<file path="src/rtl/truth_table_scanner_pkg.sv">
// Shared types and sizes for the truth-table scanner and its compare unit.
package truth_table_scanner_pkg;

    localparam int NUM_VECTORS = 16;
    localparam int INDEX_W     = 4;
    localparam int COUNT_W     = 5;

    typedef enum logic [1:0] {
        ST_IDLE  = 2'd0,
        ST_DRIVE = 2'd1,
        ST_DONE  = 2'd2
    } state_e;

endpackage

</file>
<file path="src/rtl/truth_table_scanner_compare.sv">
// Mismatch accumulator: counts failing vectors and remembers the first one.
module tt_compare
    import truth_table_scanner_pkg::*;
(
    input  logic               clk_i,
    input  logic               reset_i,
    input  logic               clear_i,
    input  logic               strobe_i,
    input  logic [INDEX_W-1:0] index_i,
    input  logic               s_in_i,
    input  logic               exp_bit_i,
    output logic [COUNT_W-1:0] err_count_o,
    output logic               err_valid_o,
    output logic [INDEX_W-1:0] first_err_o,
    output logic               mismatch_o
);

    logic [COUNT_W-1:0] err_count_q, err_count_d;
    logic               err_valid_q, err_valid_d;
    logic [INDEX_W-1:0] first_err_q, first_err_d;

    assign mismatch_o = strobe_i && (s_in_i != exp_bit_i);

    always_comb begin
        err_count_d = err_count_q;
        err_valid_d = err_valid_q;
        first_err_d = first_err_q;
        if (clear_i) begin
            err_count_d = '0;
            err_valid_d = 1'b0;
            first_err_d = '0;
        end else if (mismatch_o) begin
            err_count_d = err_count_q + 1'b1;
            err_valid_d = 1'b1;
            // Only the lowest failing index is kept; vectors arrive in ascending order.
            if (!err_valid_q) first_err_d = index_i;
        end
    end

    always_ff @(posedge clk_i) begin
        if (reset_i) begin
            err_count_q <= '0;
            err_valid_q <= 1'b0;
            first_err_q <= '0;
        end else begin
            err_count_q <= err_count_d;
            err_valid_q <= err_valid_d;
            first_err_q <= first_err_d;
        end
    end

    assign err_count_o = err_count_q;
    assign err_valid_o = err_valid_q;
    assign first_err_o = first_err_q;

endmodule

</file>
<file path="src/rtl/truth_table_scanner.sv">
// Walks all 16 input vectors of an external 4-input function, captures its
// response into a truth table and compares it against a latched golden table.
module truth_table_scanner
    import truth_table_scanner_pkg::*;
#(
    parameter int unsigned WAIT_CYCLES = 1
) (
    input  logic               clk_i,
    input  logic               reset_i,
    input  logic               start_i,
    input  logic [15:0]        expected_i,
    input  logic               s_in_i,
    output logic               a_o,
    output logic               b_o,
    output logic               c_o,
    output logic               d_o,
    output logic               busy_o,
    output logic               done_o,
    output logic [15:0]        table_o,
    output logic               pass_o,
    output logic [COUNT_W-1:0] err_count_o,
    output logic               err_valid_o,
    output logic [INDEX_W-1:0] first_err_o
);

    localparam logic [3:0]         WIN_LAST = 4'(WAIT_CYCLES);
    localparam logic [INDEX_W-1:0] IDX_LAST = INDEX_W'(NUM_VECTORS - 1);

    state_e             state_q;
    logic [INDEX_W-1:0] idx_q;
    logic [3:0]         cnt_q;
    logic [15:0]        exp_q;
    logic [15:0]        table_q;
    logic               pass_q;

    logic               accept;
    logic               strobe;
    logic               mismatch;

    assign accept = (state_q == ST_IDLE) && start_i;
    // Sample on the last cycle of each vector window.
    assign strobe = (state_q == ST_DRIVE) && (cnt_q == WIN_LAST);

    tt_compare u_cmp (
        .clk_i      (clk_i),
        .reset_i    (reset_i),
        .clear_i    (accept),
        .strobe_i   (strobe),
        .index_i    (idx_q),
        .s_in_i     (s_in_i),
        .exp_bit_i  (exp_q[idx_q]),
        .err_count_o(err_count_o),
        .err_valid_o(err_valid_o),
        .first_err_o(first_err_o),
        .mismatch_o (mismatch)
    );

    always_ff @(posedge clk_i) begin
        if (reset_i) begin
            state_q <= ST_IDLE;
            idx_q   <= '0;
            cnt_q   <= '0;
            exp_q   <= '0;
            table_q <= '0;
            pass_q  <= 1'b0;
        end else begin
            case (state_q)
                ST_IDLE: begin
                    if (start_i) begin
                        exp_q   <= expected_i;
                        table_q <= '0;
                        pass_q  <= 1'b0;
                        idx_q   <= '0;
                        cnt_q   <= '0;
                        state_q <= ST_DRIVE;
                    end
                end
                ST_DRIVE: begin
                    if (strobe) begin
                        table_q[idx_q] <= s_in_i;
                        cnt_q          <= '0;
                        if (idx_q == IDX_LAST) begin
                            // The last sample's mismatch is not in err_count yet.
                            pass_q  <= (err_count_o == '0) && !mismatch;
                            state_q <= ST_DONE;
                        end else begin
                            idx_q <= idx_q + 1'b1;
                        end
                    end else begin
                        cnt_q <= cnt_q + 1'b1;
                    end
                end
                ST_DONE: state_q <= ST_IDLE;
                default: state_q <= ST_IDLE;
            endcase
        end
    end

    assign busy_o  = (state_q == ST_DRIVE);
    assign done_o  = (state_q == ST_DONE);
    assign a_o     = busy_o && idx_q[3];
    assign b_o     = busy_o && idx_q[2];
    assign c_o     = busy_o && idx_q[1];
    assign d_o     = busy_o && idx_q[0];
    assign table_o = table_q;
    assign pass_o  = pass_q;

endmodule

</file>
<file path="config.mk">
export PLATFORM = sky130hd
export DESIGN_NAME = truth_table_scanner
export DESIGN_NICKNAME = d
export VERILOG_FILES = /design/src/rtl/truth_table_scanner_pkg.sv /design/src/rtl/truth_table_scanner_compare.sv /design/src/rtl/truth_table_scanner.sv
export SDC_FILE = /design/constraint.sdc
export NUM_CORES = 1
export LEC_CHECK = 0
export ABC_AREA = 0
export ABC_CLOCK_PERIOD_IN_PS = 2500
export CORE_MARGIN = 8
export CORE_UTILIZATION = 40
export CTS_BUF_LIST = sky130_fd_sc_hd__clkbuf_8
export CTS_CLUSTER_DIAMETER = 40
export DETAILED_ROUTE_END_ITERATION = 10
export PLACE_DENSITY_LB_ADDON = 0.3
export SLEW_MARGIN = 30
export SYNTH_ARGS = -nofsm -noshare
export SYNTH_HDL_FRONTEND = slang
export SYNTH_SLANG_ARGS = --single-unit
export TNS_END_PERCENT = 20
</file>
<file path="constraint.sdc">
create_clock -name clk_i -period 2.5 [get_ports clk_i]
set_clock_uncertainty 0.1 [all_clocks]
set_input_delay 0.25 -clock clk_i [delete_from_list [all_inputs] [get_ports clk_i]]
set_output_delay 0.25 -clock clk_i [all_outputs]
set_load 0.01 [all_outputs]
</file>
==> Word level (Yosys, flattened, before mapping) <==
Index checks and enable logic that the tools add are counted.
{ "totals": {"in_bits": 20, "ff_bits": 53} }
{ "classes": {"add_sub_neg": 3, "bitwise": 1, "n_eq_ne": 9, "n_mux": 22, "order_cmp": 2, "reduce_logical": 21} }
{ "op_table": {"columns": ["cell", "n"], "rows": [
  ["16-bit 2-to-1 mux", 2],
  ["16-bit one-hot mux with 2 select lines", 1],
  ["16-bit bitwise mux", 1],
  ["4-bit 2-to-1 mux", 4],
  ["4-bit one-hot mux with 2 select lines", 2],
  ["1-bit logical AND", 9],
  ["4-bit by 1-bit adder with 4-bit output, second input constant", 2],
  ["4-bit AND reduction", 2],
  ["2-bit 2-to-1 mux", 3],
  ["2-bit AND reduction", 3],
  ["3-bit AND reduction", 2],
  ["5-bit by 1-bit adder with 5-bit output, second input constant", 1],
  ["5-bit logical NOT", 1],
  ["4-bit by 5-bit < comparator with 1-bit output, second input constant", 1],
  ["1-bit 2-to-1 mux", 5],
  ["1-bit binary-select mux with 4-bit select", 1],
  ["1-bit demux with 4-bit select", 1],
  ["4-bit by 1-bit equality test with 1-bit output, second input constant", 1],
  ["4-bit equality test, second input constant", 1],
  ["4-bit by 1-bit greater-or-equal comparator with 1-bit output, second input constant", 1],
  ["2-bit by 1-bit != test with 1-bit output, second input constant", 2],
  ["2-bit != test, second input constant", 2],
  ["2-bit one-hot mux with 2 select lines", 1],
  ["2-bit by 1-bit equality test with 1-bit output, second input constant", 1],
  ["other kinds (8)", 8]
]} }

==> Longest topological paths before layout <==
{ "depth": {"word_depth": 9, "ltp_mapped": 8} }

==> Hierarchy <==
From an unflattened synthesis, not the netlist that was laid out.
{ "unflattened": {"hier_cells": 306, "hier_area_um2": 2581.2} }
{ "by_module_without_submodules": {"columns": ["module", "area_each_um2", "cells_each", "instances"], "rows": [
  ["truth_table_scanner", 2123.3, 254, 1],
  ["tt_compare", 457.9, 52, 1]
]} }

==> Worst setup path before layout <==
Ideal clock, no wire load.
{ "synth_path": {"kind": "register -> register", "start": "reg idx_q[0]", "end": "reg u_cmp.err_count_q[2] (netlist: u_cmp.err_count_o[2])", "setup_slack_ps": 398, "path_stages_with_launch": 7, "t_arrival_ps": 1881, "required_ps": 2279, "synth_period_minus_slack_ps": 2102, "path_buffers": 1, "setup_time_ps": 121, "path_cell_list": "dfxtp_1 > buf_6 > mux4_2 > a22oi_4 > and3_4 > o21ai_2 > mux2_4"} }
{ "synth_between": {"elab_chain_cells": 4} }
{ "synth_rtl": {"columns": ["item", "line_no", "source"], "rows": [
  ["start, declared", "truth_table_scanner.sv:30", "logic [INDEX_W-1:0] idx_q;"],
  ["start signal, assigned", "truth_table_scanner.sv:87", "idx_q <= idx_q + 1'b1;"],
  ["1-bit binary-select mux with 4-bit select", "truth_table_scanner.sv:51", ".exp_bit_i (exp_q[idx_q]),"],
  ["1-bit 2-to-1 mux (not written as such)", "truth_table_scanner.sv:51", null],
  ["1-bit != test", "truth_table_scanner_compare.sv:22", "assign mismatch_o = strobe_i && (s_in_i != exp_bit_i);"],
  ["1-bit logical AND", "truth_table_scanner_compare.sv:22", null],
  ["end signal, assigned", "truth_table_scanner_compare.sv:46", "err_count_q <= err_count_d;"],
  ["end, declared", "truth_table_scanner_compare.sv:18", "logic [COUNT_W-1:0] err_count_q, err_count_d;"]
]} }
No other way between the ends. The select of a mux whose other input is x is not followed.
A chain may end at the register's enable or synchronous reset.

==> Final worst setup path <==
Same ends and word-level chain as after synthesis.

==> qor.csv <==
stage,metric,value,unit
run_status,status,completed,
power_and_ir_drop,Switch Pwr,410.6,uW
power_and_ir_drop,maximum VDD drop,0.3046,mV
synth,largest cells by area after synthesis,"dfxtp_1, a21oi_1, nand2_1",
detailed_routing,DR pass1 iterations,4,
layout,Sequential Area,1061,um^2
global_route,vias in the first global route,2296,
clock_network,Max Root-Sink Buffers,2,
timing,fin crit share,94.19,%
critical_path,Worst Path Required,2.60,ns
power_and_ir_drop,Pleak,0.001190,uW
power_and_ir_drop,Clk pwr share,31.5,%
synth,"Cell Area, Synth",2600,um^2
layout,"commonest non-fill, non-tap cell in the layout",a21oi_1,
critical_path,"Max FO, Critical Path",9,
critical_path,crit path launch type,flop,
place,Routability Congestion,0.8181,
synth,"Seq/Total Area, Yosys",40.81,%
synth,synthesized instance count,314,
min_path,Worst Hold Class,reg2reg,
clock_network,CTS tree,yes,
layout,antenna diode count,0,
critical_path,worst path cell trace,mux4_2 -> a22oi_4 -> a211oi_2 -> o21ai_2 -> mux2_4,
floorplanning,Die Y,96.62,um
timing,RSZ-0062 raised after global routing,no,
clock_network,post_cts resized,0,
detailed_routing,Wirelength per Cell,14.79,um
floorplanning,Die Wd,96.62,um
synth,syn_area_per_cell,8.280,um^2
floorplanning,I/O Pins,53,
timing,Final Critical Period,2.355,ns
critical_path,reg2reg path depth,5,
floorplanning,Die Area,9335,um^2
min_path,hold path cells,2,
power_and_ir_drop,Pint,1144,uW
min_path,HP Start,exp_q[12],
power_and_ir_drop,Pwr per Cell Area,473.2,nW/um^2
critical_path,R2R Path End,u_cmp.err_count_o[2],
layout,synth-to-layout area growth,26.37,%
global_route,gr usage total,13.55,%
synth,Synth Register Bits,53,
synth,Yosys top cell by area,dfxtp_1,
critical_path,r2r setup slk,0.15,ns
timing,Final setup viols,0,
detailed_routing,DRC viols,0,
layout,FILL cells,620,
place,Port Buf Inserts,52,
detailed_routing,final wirelength,6478,um
critical_path,CP endpoint kind,flop,
clock_network,clock sinks,53,
timing,final hold vios,0,
floorplanning,Cell Rows,29,
synth,Yosys warnings,0,
floorplanning,Initial Utilization,41.18,%
layout,# nets final,388,
detailed_routing,DR vias/cell,5.432,
clock_network,"Clk Latency, worst-skew pair",0.30,ns
timing,hold slack final,0.3603,ns
clock_network,Post-CTS Setup Repair Bufs,0,
synth,post-synth top area share,40.81,%
detailed_routing,via count,2379,
min_path,worst hold endpoint,exp_q[12],
power_and_ir_drop,Combinational Power Share,11.8,%
layout,layout cell share with drive strength beyond 1,9.695,%
clock_network,"Reg clk slew, reported paths",0.10,ns
power_and_ir_drop,switch share,26.41,%
global_route,initial antenna violation count,0,
global_route,largest net degree at the start of global routing,25,
critical_path,"slowest stage cell, crit path",dfxtp_1,
detailed_routing,Post-DRT Antenna Nets,0,
flow_run,MaxCap Viol Count,0,
place,DP Wirelength,4773,um
timing,Slew headroom,67.24,%
power_and_ir_drop,sequential power share,56.7,%
synth,count of different cell masters after synthesis,49,
timing,Slew @ Worst Pin,0.4905,ns
clock_network,Num CTS Buffers,5,
global_route,final global-route overflow total,0,
clock_network,H-tree levels,2,
global_route,first-pass GRT wire length,11180,um
clock_network,Root Buffer,clkbuf_8,
floorplanning,core area,6314,um^2
synth,syn nets,342,
critical_path,Worst path max stage delay,0.59,ns
critical_path,crit path DAT,2.45,ns
layout,multi-input combinational cell area,1413,um^2
critical_path,crit path kind,reg2reg,
detailed_routing,initial DRC count,117,
critical_path,RR Startpoint,idx_q[0],
timing,Final Slew Violations,0,
timing,setup TNS,0,ns
timing,Fmax,0.4247,GHz
clock_network,CTS Hold Buffers Added,0,
layout,most frequent cells in the layout,"a21oi_1, dfxtp_1, clkdlybuf4s50_1",
per-layer routing:
layer / wire length (um) / vias up / part of all wire [%] / global-route usage, %
met2: 3035 / 62 / 47 / 22.29
met1: 3097 / 1110 / 48 / 17.41
met3: 290 / 10 / 4.5 / 3.272
li1: - / 1197 / - / -
met4: 55 / 0 / 0.85 / 2.840
met5: 0 / - / 0 / 0
how the worst max path moves through the flow:
| stage | startpoint | end | slack [ns] | cells past startpoint |
|---|---|---|---|---|
| 5_1_grt | idx_q[0] | u_cmp.err_count_o[2] | 0.01 | 5 |
| 2_1_floorplan | idx_q[0] | u_cmp.err_count_o[2] | 0.40 | 6 |
| 3_3_place_gp | idx_q[0] | u_cmp.err_count_o[2] | 0.22 | 5 |
| 4_1_cts | idx_q[0] | u_cmp.err_count_o[2] | 0.16 | 5 |
| 3_5_place_dp | idx_q[0] | u_cmp.err_count_o[2] | 0.17 | 5 |
| 6_report | idx_q[0] | u_cmp.err_count_o[2] | 0.15 | 5 |
area by class of cell:
type,instances,area share [%]
Clock buffer,5,2.094
Clock inverter,3,0.6474
Inverter,6,0.6855
Multi-Input combinational cell,231,42.99
Sequential cell,53,32.29
Tap cell,77,2.932
Timing Repair Buffer,63,18.35
power groups by stage:
stage,registers [uW],clock network (uW),logic [uW]
floorplan,894,0,115
global placement,901,0,179
detailed placement,901,0,183
CTS,881,501,183
global route,885,532,203
finish,881,490,183
Yosys cell counts, drive strengths merged:
cell type	instances
a22oi	3
nand4b	3
and3	5
nand2b	3
or3	1
nor3b	4
nor3	5
mux2	1
ha	8
nand4bb	1
o31ai	1
buf	11
a31oi	1
a2111oi	1
a211o	2
and2	4
nand4	1
or4b	1
or2	2
a21oi	57
a21o	2
o21ai	23
o21a	1
mux4	4
nand3	23
clkbuf	13
o2bb2ai	1
o211a	1
nand2	39
xor2	2
o211ai	2
nor2b	4
a211oi	2
inv	6
a2111o	1
and4b	1
mux2i	1
dfxtp	53
nor2	20
worst max-delay path, delay by kind of cell, from the launching register on:
family / cells / cell delay, ns
multiplexers: 2 / 0.89
AO/OA/AOI/OAI: 3 / 0.66
flip-flops: 1 / 0.59
kinds of logic (layout without fill, tap and decap cells):
group           Yosys count  count (layout)  synth area share (%)
compound gates           98              98                 22.62
xor+xnor                  2               2                0.6738
fa+ha+maj                 8               8                 3.850
buf+inv                  30              77                 5.053
flops                    53              53                 40.81
mux                       6               6                 4.427
simple gates            117             117                 22.57
state kept, by name (all words and copies together) (netlist names):
name / cells
cnt_q: 4
pass_o: 1
exp_q: 16
state_q: 2
u_cmp.first_err_o: 4
u_cmp.err_valid_o: 1
u_cmp.err_count_o: 5
table_o: 16
idx_q: 4
through the flow:
step	area (um^2)	std cells	power [uW]	util, %	worst slack, ns
after floorplan	2600	314	1009	-	0.3981
after CTS	3281	438	1566	51.96	0.1552
after global placement	3191	430	1080	50.54	0.2198
after global routing	3286	438	1620	52.04	0.01171
final	3286	438	1555	52.04	0.1452
after detailed placement	3191	430	1083	50.54	0.1705
Note: power is estimated with default switching activity, not from simulation.
